[src/rtl/mac_window_ctrl.sv]
// -----------------------------------------------------------------------------
// mac_window_ctrl
//
// Sequencing controller for the fp16 MAC datapath. Operand pairs arrive on a
// valid/ready handshake and are forwarded to the MAC one tap per cycle. The
// first tap of each window restarts the accumulator. After the last tap the
// controller waits out the MAC latency, captures the sum and offers it on an
// output valid/ready handshake. Data passes through bit-exact.
//
// Parameters
//   TAPS     operand pairs per window (>= 1)
//   MAC_LAT  edges from the MAC sampling mac_en until mac_result reflects it (>= 1)
//   CNT_W    tap counter width (2**CNT_W > TAPS)
//
// Ports
//   clk, rst               clock (rising edge), async active-high reset
//   flush                  synchronous abort of the current window
//   in_valid/in_ready      operand pair handshake, in_pixel/in_kernel payload
//   mac_en/mac_clr         registered MAC strobes (clr only together with en)
//   mac_pixel/mac_kernel   registered operands presented to the MAC
//   mac_result             MAC accumulator output
//   out_valid/out_ready    result handshake, out_data payload
//   busy                   controller not idle
//   tap_cnt                taps accepted in the current window
// -----------------------------------------------------------------------------
module mac_window_ctrl #(
    parameter int TAPS    = 9,
    parameter int MAC_LAT = 1,
    parameter int CNT_W   = 8
) (
    input  logic             clk,
    input  logic             rst,
    input  logic             flush,
    input  logic             in_valid,
    output logic             in_ready,
    input  logic [15:0]      in_pixel,
    input  logic [15:0]      in_kernel,
    output logic             mac_en,
    output logic             mac_clr,
    output logic [15:0]      mac_pixel,
    output logic [15:0]      mac_kernel,
    input  logic [15:0]      mac_result,
    output logic             out_valid,
    input  logic             out_ready,
    output logic [15:0]      out_data,
    output logic             busy,
    output logic [CNT_W-1:0] tap_cnt
);

    localparam int DRAIN_W = $clog2(MAC_LAT + 1);

    typedef enum logic [1:0] {
        IDLE  = 2'd0,
        ACCUM = 2'd1,
        DRAIN = 2'd2,
        HOLD  = 2'd3
    } state_t;

    state_t             state_q;
    logic [DRAIN_W-1:0] drain_q;
    logic [CNT_W-1:0]   tap_cnt_q;
    logic [CNT_W-1:0]   tap_cnt_d;
    logic               mac_en_q;
    logic               mac_clr_q;
    logic [15:0]        mac_pixel_q;
    logic [15:0]        mac_kernel_q;
    logic               out_valid_q;
    logic [15:0]        out_data_q;
    logic               accept;

    // Ready depends on state alone, so a result handshake in HOLD never
    // accepts a new pair in the same cycle.
    assign in_ready  = (state_q == IDLE) || (state_q == ACCUM);
    assign accept    = in_valid && in_ready;
    assign tap_cnt_d = tap_cnt_q + CNT_W'(1);

    // NOTE: every state register is updated with non-blocking assignments so
    // all of them sample pre-edge values regardless of statement order.
    always_ff @(posedge clk or posedge rst) begin
        if (rst) begin
            state_q      <= IDLE;
            drain_q      <= '0;
            tap_cnt_q    <= '0;
            mac_en_q     <= 1'b0;
            mac_clr_q    <= 1'b0;
            mac_pixel_q  <= 16'h0000;
            mac_kernel_q <= 16'h0000;
            out_valid_q  <= 1'b0;
            out_data_q   <= 16'h0000;
        end else begin
            // MAC strobes are single-cycle pulses; only an accept raises them.
            mac_en_q  <= 1'b0;
            mac_clr_q <= 1'b0;

            if (flush) begin
                // Abort wins over any same-cycle accept or result handshake.
                state_q     <= IDLE;
                tap_cnt_q   <= '0;
                drain_q     <= '0;
                out_valid_q <= 1'b0;
            end else begin
                if (accept) begin
                    mac_en_q     <= 1'b1;
                    mac_pixel_q  <= in_pixel;
                    mac_kernel_q <= in_kernel;
                end

                case (state_q)
                    IDLE: begin
                        if (accept) begin
                            tap_cnt_q <= CNT_W'(1);
                            mac_clr_q <= 1'b1;
                            if (TAPS == 1) begin
                                state_q <= DRAIN;
                                drain_q <= DRAIN_W'(MAC_LAT);
                            end else begin
                                state_q <= ACCUM;
                            end
                        end
                    end

                    ACCUM: begin
                        if (accept) begin
                            tap_cnt_q <= tap_cnt_d;
                            if (tap_cnt_d == CNT_W'(TAPS)) begin
                                state_q <= DRAIN;
                                drain_q <= DRAIN_W'(MAC_LAT);
                            end
                        end
                    end

                    DRAIN: begin
                        // One edge for mac_en to reach the MAC plus MAC_LAT
                        // edges of MAC latency before the sum is final.
                        if (drain_q == '0) begin
                            out_data_q  <= mac_result;
                            out_valid_q <= 1'b1;
                            state_q     <= HOLD;
                        end else begin
                            drain_q <= drain_q - DRAIN_W'(1);
                        end
                    end

                    HOLD: begin
                        if (out_ready) begin
                            out_valid_q <= 1'b0;
                            tap_cnt_q   <= '0;
                            state_q     <= IDLE;
                        end
                    end

                    default: state_q <= IDLE;
                endcase
            end
        end
    end

    assign mac_en     = mac_en_q;
    assign mac_clr    = mac_clr_q;
    assign mac_pixel  = mac_pixel_q;
    assign mac_kernel = mac_kernel_q;
    assign out_valid  = out_valid_q;
    assign out_data   = out_data_q;
    assign tap_cnt    = tap_cnt_q;
    assign busy       = (state_q != IDLE);

endmodule

[config.mk]
export PLATFORM = sky130hd
export DESIGN_NAME = mac_window_ctrl
export DESIGN_NICKNAME = d
export VERILOG_FILES = /design/src/rtl/mac_window_ctrl.sv
export SDC_FILE = /design/constraint.sdc
export NUM_CORES = 1
export LEC_CHECK = 0
export BUFFER_PORTS_ARGS = -buffer_cell sky130_fd_sc_hd__buf_2
export CAP_MARGIN = 20
export CORE_MARGIN = 4
export CORE_UTILIZATION = 49
export CTS_BUF_LIST = sky130_fd_sc_hd__clkbuf_8
export DETAILED_ROUTE_END_ITERATION = 12
export PLACE_DENSITY = 0.85
export SYNTH_ARGS = -nofsm -noshare
export SYNTH_HDL_FRONTEND = slang
export SYNTH_SLANG_ARGS = --single-unit
[constraint.sdc]
create_clock -name clk -period 2.35 [get_ports clk]
set_input_delay 0.235 -clock clk [delete_from_list [all_inputs] [get_ports clk]]
set_output_delay 0.235 -clock clk [all_outputs]
set_load 0.1 [all_outputs]
Word-level counts from Yosys, hierarchy flattened
Index checks and enable logic that the tools add are counted.

storage, ports and cells
  register bits after elaboration = 62
  bits of input ports = 53
  word-level logic and storage cells = 60

operators by class
  add/subtract/negate cells = 2
  equal/unequal tests = 9
  muxes and demuxes = 25
  bitwise gates (word level) = 2
  reductions and logical operators = 13

operators by type and width
  operator                                                count
  two-way mux 8 bit                                       4
  case mux 8 bit (3 select lines)                         1
  two-way mux 2 bit                                       6
  inequality test 3 bit (second input constant)           4
  two-way mux 1 bit                                       11
  AND reduction 3 bit                                     3
  adder 8 x 1 -> 8 bit (second input constant)            1
  == test 8 x 4 -> 1 bit (second input constant)          1
  case mux 2 bit (4 select lines)                         1
  nonzero test 3 bit                                      2
  AND reduction 5 bit                                     1
  == test 2 bit (second input constant)                   2
  case mux 1 bit (2 select lines)                         2
  AND reduction 4 bit                                     1
  nonzero test 4 bit                                      1
  inequality test 3 x 2 -> 1 bit (second input constant)  1
  == test 2 x 1 -> 1 bit (second input constant)          1
  zero test 2 bit                                         1
  NOT 1 bit                                               2
  AND reduction 2 bit                                     1
  nonzero test 2 bit                                      1
  logical AND 1 bit                                       1
  logical OR 1 bit                                        1
  subtractor 1 bit (second input constant)                1

Longest topological paths before layout
Gate-level depths: netlist of run 1.

  depth after elaboration = 6
  gate-level depth with buffers = 8
  depth with buffers taken out = 7

Least setup slack after synthesis of run 1
Ideal clock, no wire load.

  kind = register -> register
  start point = register tap_cnt_q[0] (netlist: tap_cnt[0])
  end point = register state_q[1]
  library setup time = 69 ps
  data arrival time = 2419 ps
  required time = 2281 ps
  slack = -138 ps
  stages on the path, launching flop included = 7
  path buffers = 0
  cell sequence = dfrtp_1 > ha_1 > nand3_2 > o21ai_2 > o2111ai_2 > or4_1 > nand3_1

between the ends
  word-level cells in the longest chain between the ends = 4

ends and longest elaborated chain
  item                                      RTL line  source
  from (decl)                               61        logic [CNT_W-1:0] tap_cnt_q;
  from (signal assigned)                    124       tap_cnt_q <= tap_cnt_d;
  adder 8 x 1 -> 8 bit                      75        assign tap_cnt_d = tap_cnt_q + CNT_W'(1);
  == test 8 x 4 -> 1 bit                    125       if (tap_cnt_d == CNT_W'(TAPS)) begin
  inequality test 3 x 2 -> 1 bit (no line)  n/a
  AND reduction 5 bit (no line)             n/a
  to (signal assigned)                      81        state_q <= IDLE;
  to (signal assigned)                      126       state_q <= DRAIN;
  to (signal assigned)                      138       state_q <= HOLD;
  to (decl)                                 59        state_t state_q;

Every way passes these cells.
A chain may end at the register's enable or synchronous reset.

Worst setup path in the final report of run 1
  start point = register state_q[0]
  end point = register tap_cnt_q[6] (netlist: tap_cnt[6])

between the ends
  word-level cells in the longest chain between the ends = 5

ends and longest elaborated chain
  item                                                              RTL line  source
  from (signal assigned)                                            81
  from (signal assigned)                                            97        state_q <= IDLE;
  from (signal assigned)                                            114       state_q <= DRAIN;
  == test 2 x 1 -> 1 bit / zero test 2 bit (equally long branches)  73, 108
  logical OR 1 bit                                                  73        assign in_ready = (state_q == IDLE) || (state_q == ACCUM);
  logical AND 1 bit                                                 74        assign accept = in_valid && in_ready;
  inequality test 3 bit (no line)                                   n/a
  AND reduction 4 bit (no line)                                     n/a

Several ways; a longest one is shown, not always the timed one.

==> flow_metrics.tcl, run 1 <==
set metrics [dict create \
    grt_pass1_wl_mm 10.6 \
    ys_ff_latch 62 \
    routedWlPerCell_microns 15.6 \
    met2_usage_pct 31.4 \
    syn2layout_area_growth_pct 32.4 \
    cp_top_family "multiplexers" \
    synth_sequential_area_ratio_pct 56.5 \
    gr-usage-met3_pct 8.91 \
    setup.worst_path.start "state_q[0]" \
    cts_setup_buffers 0 \
    grt_use_met1_pct 21.1 \
    globalRouteTotalUtil_pct 19.0 \
    drt-initial-drc-count 62 \
    synth_top_cell_by_area "dfrtp_1" \
    yosysUniqueCellTypes 36 \
    drive_gt1_share_pct 57.4 \
    rsz0062_at_grt "false" \
    synth_cells 214 \
    drt_first_pass_iters 4 \
    numPortBuffers 113 \
    grt_pass1_vias 2294 \
    syn_area_sq_um 2750 \
    vias 2139 \
    grt-ovfl-total 0 \
    worst_slew_pin_slew_ns 0.772 \
    holdBufCountCts 0 \
    clock-sinks 62 \
    cts_resized 0 \
    synth.avg_cell_area_sq_um 12.8 \
    maxCapViolCount 0 \
    syn-num-nets 273 \
    crit_fanout 12 \
    yosysWarnings 0 \
    crit_type "register to register" \
    row_count 26 \
    status "finished, final reports clean" \
    setup_slack_ns 0.200 \
    multiInputGateArea_sq_um 1140 \
    core_sq_um 5270 \
    hpwl_mm 4.74 \
    cts_tree "built" \
    synth_edf_count 0 \
    synth-main-ff-cell "dfrtp_1" \
    io_pins 114 \
    cp-start-kind "register" \
    ant_nets 0 \
    min_period_over_period_pct 91.5 \
    drc_errors 0 \
    start_util_pct 52.1 \
    hold_viol 0 \
    crit_slowest_cell "dfrtp_1" \
    antenna_cells 0 \
    synth.top_cell.area_share_pct 56.5 \
    fin_tns_setup_ns 0 \
    cp_data_required_time_ns 2.56 \
    slew_violations 0 \
    die_h_microns 82.9 \
    fillers 414 \
    dp_slack_ns 0.108 \
    layout_min_cycle_time_ns 2.15 \
    finalWirelength_mm 6.38 \
    fmax_ghz 0.465 \
    fin_worst_skew_ns 0.00863 \
    root_buffer "clkbuf_8" \
    die_x_microns 82.9 \
    worst_path_most_repeated_cell "mux2_2" \
    cts.htree.levels 3 \
    r2r-start "state_q[0]" \
    via_per_inst 5.22 \
    globalplace.congestion 0.887 \
    regArea_sq_um 1550 \
    grt-busiest-layer "met2" \
    grt_max_degree 63 \
    worst-path-buf-inv 2 \
    synth.area.top_cells "dfrtp_1, mux2_2, ha_1, nand2_1, nor2_1" \
    antenna_found_initial 0 \
    setup_viol 0 \
    cts_buffer_depth 2 \
    arrival_ns 2.36 \
    crit_path_end_kind "register" \
    slowest_delay_ns 0.43 \
    cts.reportedPaths.clkPinSlew_ns 0.07 \
    synthArstFlopShare_pct 100 \
    min_path_type "input pin to async pin" \
    cts_made_buffers 9 \
    dieArea_sq_um 6860 \
    insertion_delay_ns 0.33 \
    layout.nets 395 \
    path_cells "inv_1 > ha_1 > nor2_2 > mux2_2 > a21oi_1 > buf_4 > mux2_2" \
    slew_headroom_pct 48.5 \
]
## through the flow
| stage | hold WS (ns) | cell area (sq um) | utilization, % | cells |
|---|---|---|---|---|
| 2_1_floorplan | 0.387 | 2750 | - | 214 |
| 3_3_place_gp | 0.465 | 3420 | 65.0 | 395 |
| 3_5_place_dp | 0.470 | 3420 | 65.0 | 395 |
| 4_1_cts | 0.124 | 3630 | 68.9 | 410 |
| 5_1_grt | 0.121 | 3630 | 69.0 | 410 |
| 6_report | 0.126 | 3630 | 69.0 | 410 |
## worst paths after layout
path	end	slack, ns	cells past startpoint
worst max-delay path	tap_cnt[6]	0.20	7
worst min-delay path	out_data[10]	0.13	3
worst max register to register	tap_cnt[6]	0.20	7
worst min register to register	out_data[2]	0.50	1
max in group asynchronous	tap_cnt[0]	1.68	3
min in group clk	mac_pixel[5]	0.13	2
## per-layer routing
metal / vias up / part of all wire [%]
met3: 10 / 10
met2: 85 / 49
met4: 0 / 2.0
met5: - / 0
met1: 1044 / 38
li1: 1000 / -
## worst register-to-register path: stages, from the launching register on
cell and delay [ns]:
dfrtp_1 0.43, inv_1 0.11, ha_1 0.25, nor2_2 0.20
mux2_2 0.36, a21oi_1 0.15, buf_4 0.20, mux2_2 0.34
## cell type report
| type | instances | area share [%] |
|---|---|---|
| flip-flops and latches | 62 | 42.8 |
| multi-input cells | 137 | 31.4 |
| repair buffers | 118 | 16.9 |
| clock buffers | 12 | 4.54 |
| well taps | 70 | 2.41 |
| clock inverters | 3 | 1.17 |
| inverters | 8 | 0.826 |
## registers in the layout (all words and copies together) (netlist names)
register / count
drain_q: 1
mac_clr: 1
mac_en: 1
mac_kernel: 16
mac_pixel: 16
out_data: 16
out_valid: 1
state_q: 2
tap_cnt: 8
## synthesized netlist by cell type (all sizes together), types with 2 or more instances
| cell type | number |
|---|---|
| and2 | 2 |
| clkbuf | 2 |
| o31ai | 2 |
| a21oi | 4 |
| nor2b | 2 |
| or4 | 2 |
| dfrtp | 62 |
| o41ai | 2 |
| o21ai | 8 |
| a31oi | 2 |
| mux2 | 50 |
| buf | 5 |
| inv | 8 |
| a221oi | 2 |
| nor3b | 3 |
| ha | 6 |
| nand3 | 6 |
| nor2 | 11 |
| nand2b | 6 |
| nor3 | 6 |
| nand2 | 13 |
## placed cells by master, fill, tap and decap left out, types with 2 or more instances in the layout
cell type / count
or4_1: 2
o31ai_1: 2
nor2b_1: 2
a21oi_1: 4
a221oi_1: 2
buf_4: 4
dfrtp_1: 60
dfrtp_2: 2
o21ai_0: 7
mux2_2: 50
ha_1: 6
nand2_1: 13
a31oi_1: 2
buf_2: 113
nor2_1: 10
nor3_1: 6
clkbuf_8: 12
o41ai_1: 2
inv_1: 7
nand2b_1: 5
nand3_1: 5
## kinds of logic after synthesis
logic type                 Yosys count  synth area share [%]
AOI/OAI and AO/OA                   23                  5.79
adders and majority gates            6                  2.73
and+or+nand+nor                     55                  11.2
xor gates and xnor gates             2                 0.638
buffers and inverters               15                  2.28
DFF                                 62                  56.5
muxes                               51                  20.9
Power of run 1 is left out: the tool's default activity adds up to more than one toggle a clock period on the data nets, which glitch-free logic cannot reach.
==> run 2: changes to the inputs <==
--- a/config.mk
+++ b/config.mk
@@ -5,13 +5,15 @@
 export SDC_FILE = /design/constraint.sdc
 export NUM_CORES = 1
 export LEC_CHECK = 0
+export ABC_AREA = 1
 export BUFFER_PORTS_ARGS = -buffer_cell sky130_fd_sc_hd__buf_2
 export CAP_MARGIN = 20
 export CORE_MARGIN = 4
-export CORE_UTILIZATION = 49
+export CORE_UTILIZATION = 50
 export CTS_BUF_LIST = sky130_fd_sc_hd__clkbuf_8
 export DETAILED_ROUTE_END_ITERATION = 12
-export PLACE_DENSITY = 0.85
+export PLACE_DENSITY = 0.87
+export SLEW_MARGIN = 30
 export SYNTH_ARGS = -nofsm -noshare
 export SYNTH_HDL_FRONTEND = slang
 export SYNTH_SLANG_ARGS = --single-unit
==> flow_metrics.tcl, run 2 <==
set metrics [dict create \
    arrival_ns 1.78 \
    cts.htree.levels 3 \
    yosysUniqueCellTypes 27 \
    crit_fanout 5 \
    root_buffer "clkbuf_8" \
    worst_slew_pin_slew_ns 0.586 \
    via_per_inst 4.90 \
    dieArea_sq_um 6750 \
    ys_top_cells_by_count "nand2_1, dfrtp_1, inv_1" \
    cp_data_required_time_ns 2.12 \
    layout_min_cycle_time_ns 2.02 \
    die_h_microns 82.1 \
    syn2layout_area_growth_pct 31.8 \
    fmax_ghz 0.496 \
    cts_buffer_depth 2 \
    crit_type "register to output port" \
    drt-initial-drc-count 86 \
    globalplace.congestion 0.841 \
    io_pins 114 \
    ys_ff_latch 62 \
    grt_pass1_vias 2439 \
    post-route-cell-area_sq_um 3620 \
    fillers 410 \
    rsz0062_at_grt "false" \
    vias 2383 \
    globalRouteTotalUtil_pct 20.4 \
    grt_pass1_wl_mm 10.5 \
    grt-ovfl-total 0 \
    cts_resized 0 \
    hpwl_mm 4.63 \
    drive_gt1_share_pct 38.7 \
    start_util_pct 52.8 \
    hold_slack_ns 0.102 \
    synth_top_cell_by_area "dfrtp_1" \
    cts.reportedPaths.clkPinSlew_ns 0.06 \
    clock-sinks 62 \
    yosysWarnings 0 \
    drt_first_pass_iters 4 \
    synth.top_cell.area_share_pct 56.4 \
    status "finished, final reports clean" \
    routedWlPerCell_microns 13.2 \
    cts_tree "built" \
    finalWirelength_mm 6.43 \
    maxCapViolCount 0 \
    synth_edf_count 0 \
    fin_tns_setup_ns 0 \
    insertion_delay_ns 0.32 \
    layout_commonest_cell "nand2_1" \
    synth-main-ff-cell "dfrtp_1" \
    drc_errors 0 \
    syn-num-nets 351 \
    synthArstFlopShare_pct 100 \
    dpl_cell_area_sq_um 3400 \
    antenna_found_initial 0 \
    antenna_cells 0 \
    crit_path_end_kind "output port" \
    synth_cells 292 \
    layout.nets 470 \
    numPortBuffers 113 \
    yosysMostFrequentCell "nand2_1" \
    fin_worst_skew_ns 0.00367 \
    row_count 26 \
    grt_max_degree 37 \
    min_path_type "input pin to register" \
    ant_nets 0 \
    slew_violations 0 \
    syn_area_sq_um 2750 \
    cts_made_buffers 9 \
    die_x_microns 82.1 \
    slew_headroom_pct 60.9 \
    reg2reg_slack_ns 0.56 \
    synth.avg_cell_area_sq_um 9.41 \
    synth_sequential_area_ratio_pct 56.4 \
    setup_viol 0 \
    synth.area.top_cells "dfrtp_1, nand2_1, mux2_2, inv_1, ha_1" \
    hold_viol 0 \
    mostFrequentLayoutCells "nand2_1, buf_2, dfrtp_1" \
    cp-start-kind "register" \
    min_period_over_period_pct 85.8 \
    core_sq_um 5200 \
]
## run 2: kinds of logic (layout without fill, tap and decap cells)
| family | count (synthesis) | in the layout | share of synthesized area [%] |
|---|---|---|---|
| buffers and inverters | 32 | 156 | 5.33 |
| AOI/OAI and AO/OA | 18 | 18 | 4.73 |
| adders and majority gates | 6 | 6 | 2.73 |
| and+or+nand+nor | 158 | 158 | 24.2 |
| DFF | 62 | 62 | 56.4 |
| muxes | 16 | 16 | 6.55 |
## run 2: layout make-up
cell class | count | area, sq um | share of cell area, %
Timing Repair Buffer | 118 | 618 | 17.1
Sequential cell | 62 | 1550 | 42.8
Inverter | 22 | 86.3 | 2.38
Clock buffer | 10 | 138 | 3.80
Clock inverter | 6 | 77.6 | 2.14
Tap cell | 70 | 87.6 | 2.42
Multi-Input combinational cell | 198 | 1060 | 29.4
## run 2: stage by stage
| step | std cells | util [%] | setup WS (ns) |
|---|---|---|---|
| after floorplan | 292 | - | 0.0332 |
| after detailed placement | 469 | 65.3 | 0.555 |
| after CTS | 486 | 69.6 | 0.320 |
| final | 486 | 69.6 | 0.335 |
| after global placement | 469 | 65.3 | 0.669 |
| after global routing | 486 | 69.6 | 0.266 |
## run 2: path summary, 6_finish.rpt
check	start	endpoint	depth (start not counted)
max in group asynchronous	rst	mac_pixel[7]	4
setup reg to reg	state_q[1]	tap_cnt[0]	9
hold / removal	in_kernel[7]	mac_kernel[7]	3
min in group asynchronous	rst	out_data[0]	3
setup / recovery	state_q[0]	in_ready	5
hold reg to reg	mac_kernel[15]	mac_kernel[15]	2
## run 2: routing by layer
metal	GRT usage [%]	part of all wire (%)	vias up
met1	23.5	41	1090
met5	0	0	-
met3	5.31	8.3	18
li1	-	-	1158
met2	35.0	48	117
met4	10.5	2.2	0
## run 2: worst max-delay path: stages (launching register included)
cell and delay, ns:
dfrtp_1 0.42, inv_1 0.10, ha_1 0.23, clkinvlp_4 0.17
nand2_8 0.11, buf_2 0.42
## run 2: timing repair
item,in CTS,in global routing
endpoints found under the hold margin,25,0
hold buffers,1,0
setup buffers,0,0
Power of run 2 is left out for the same reason.
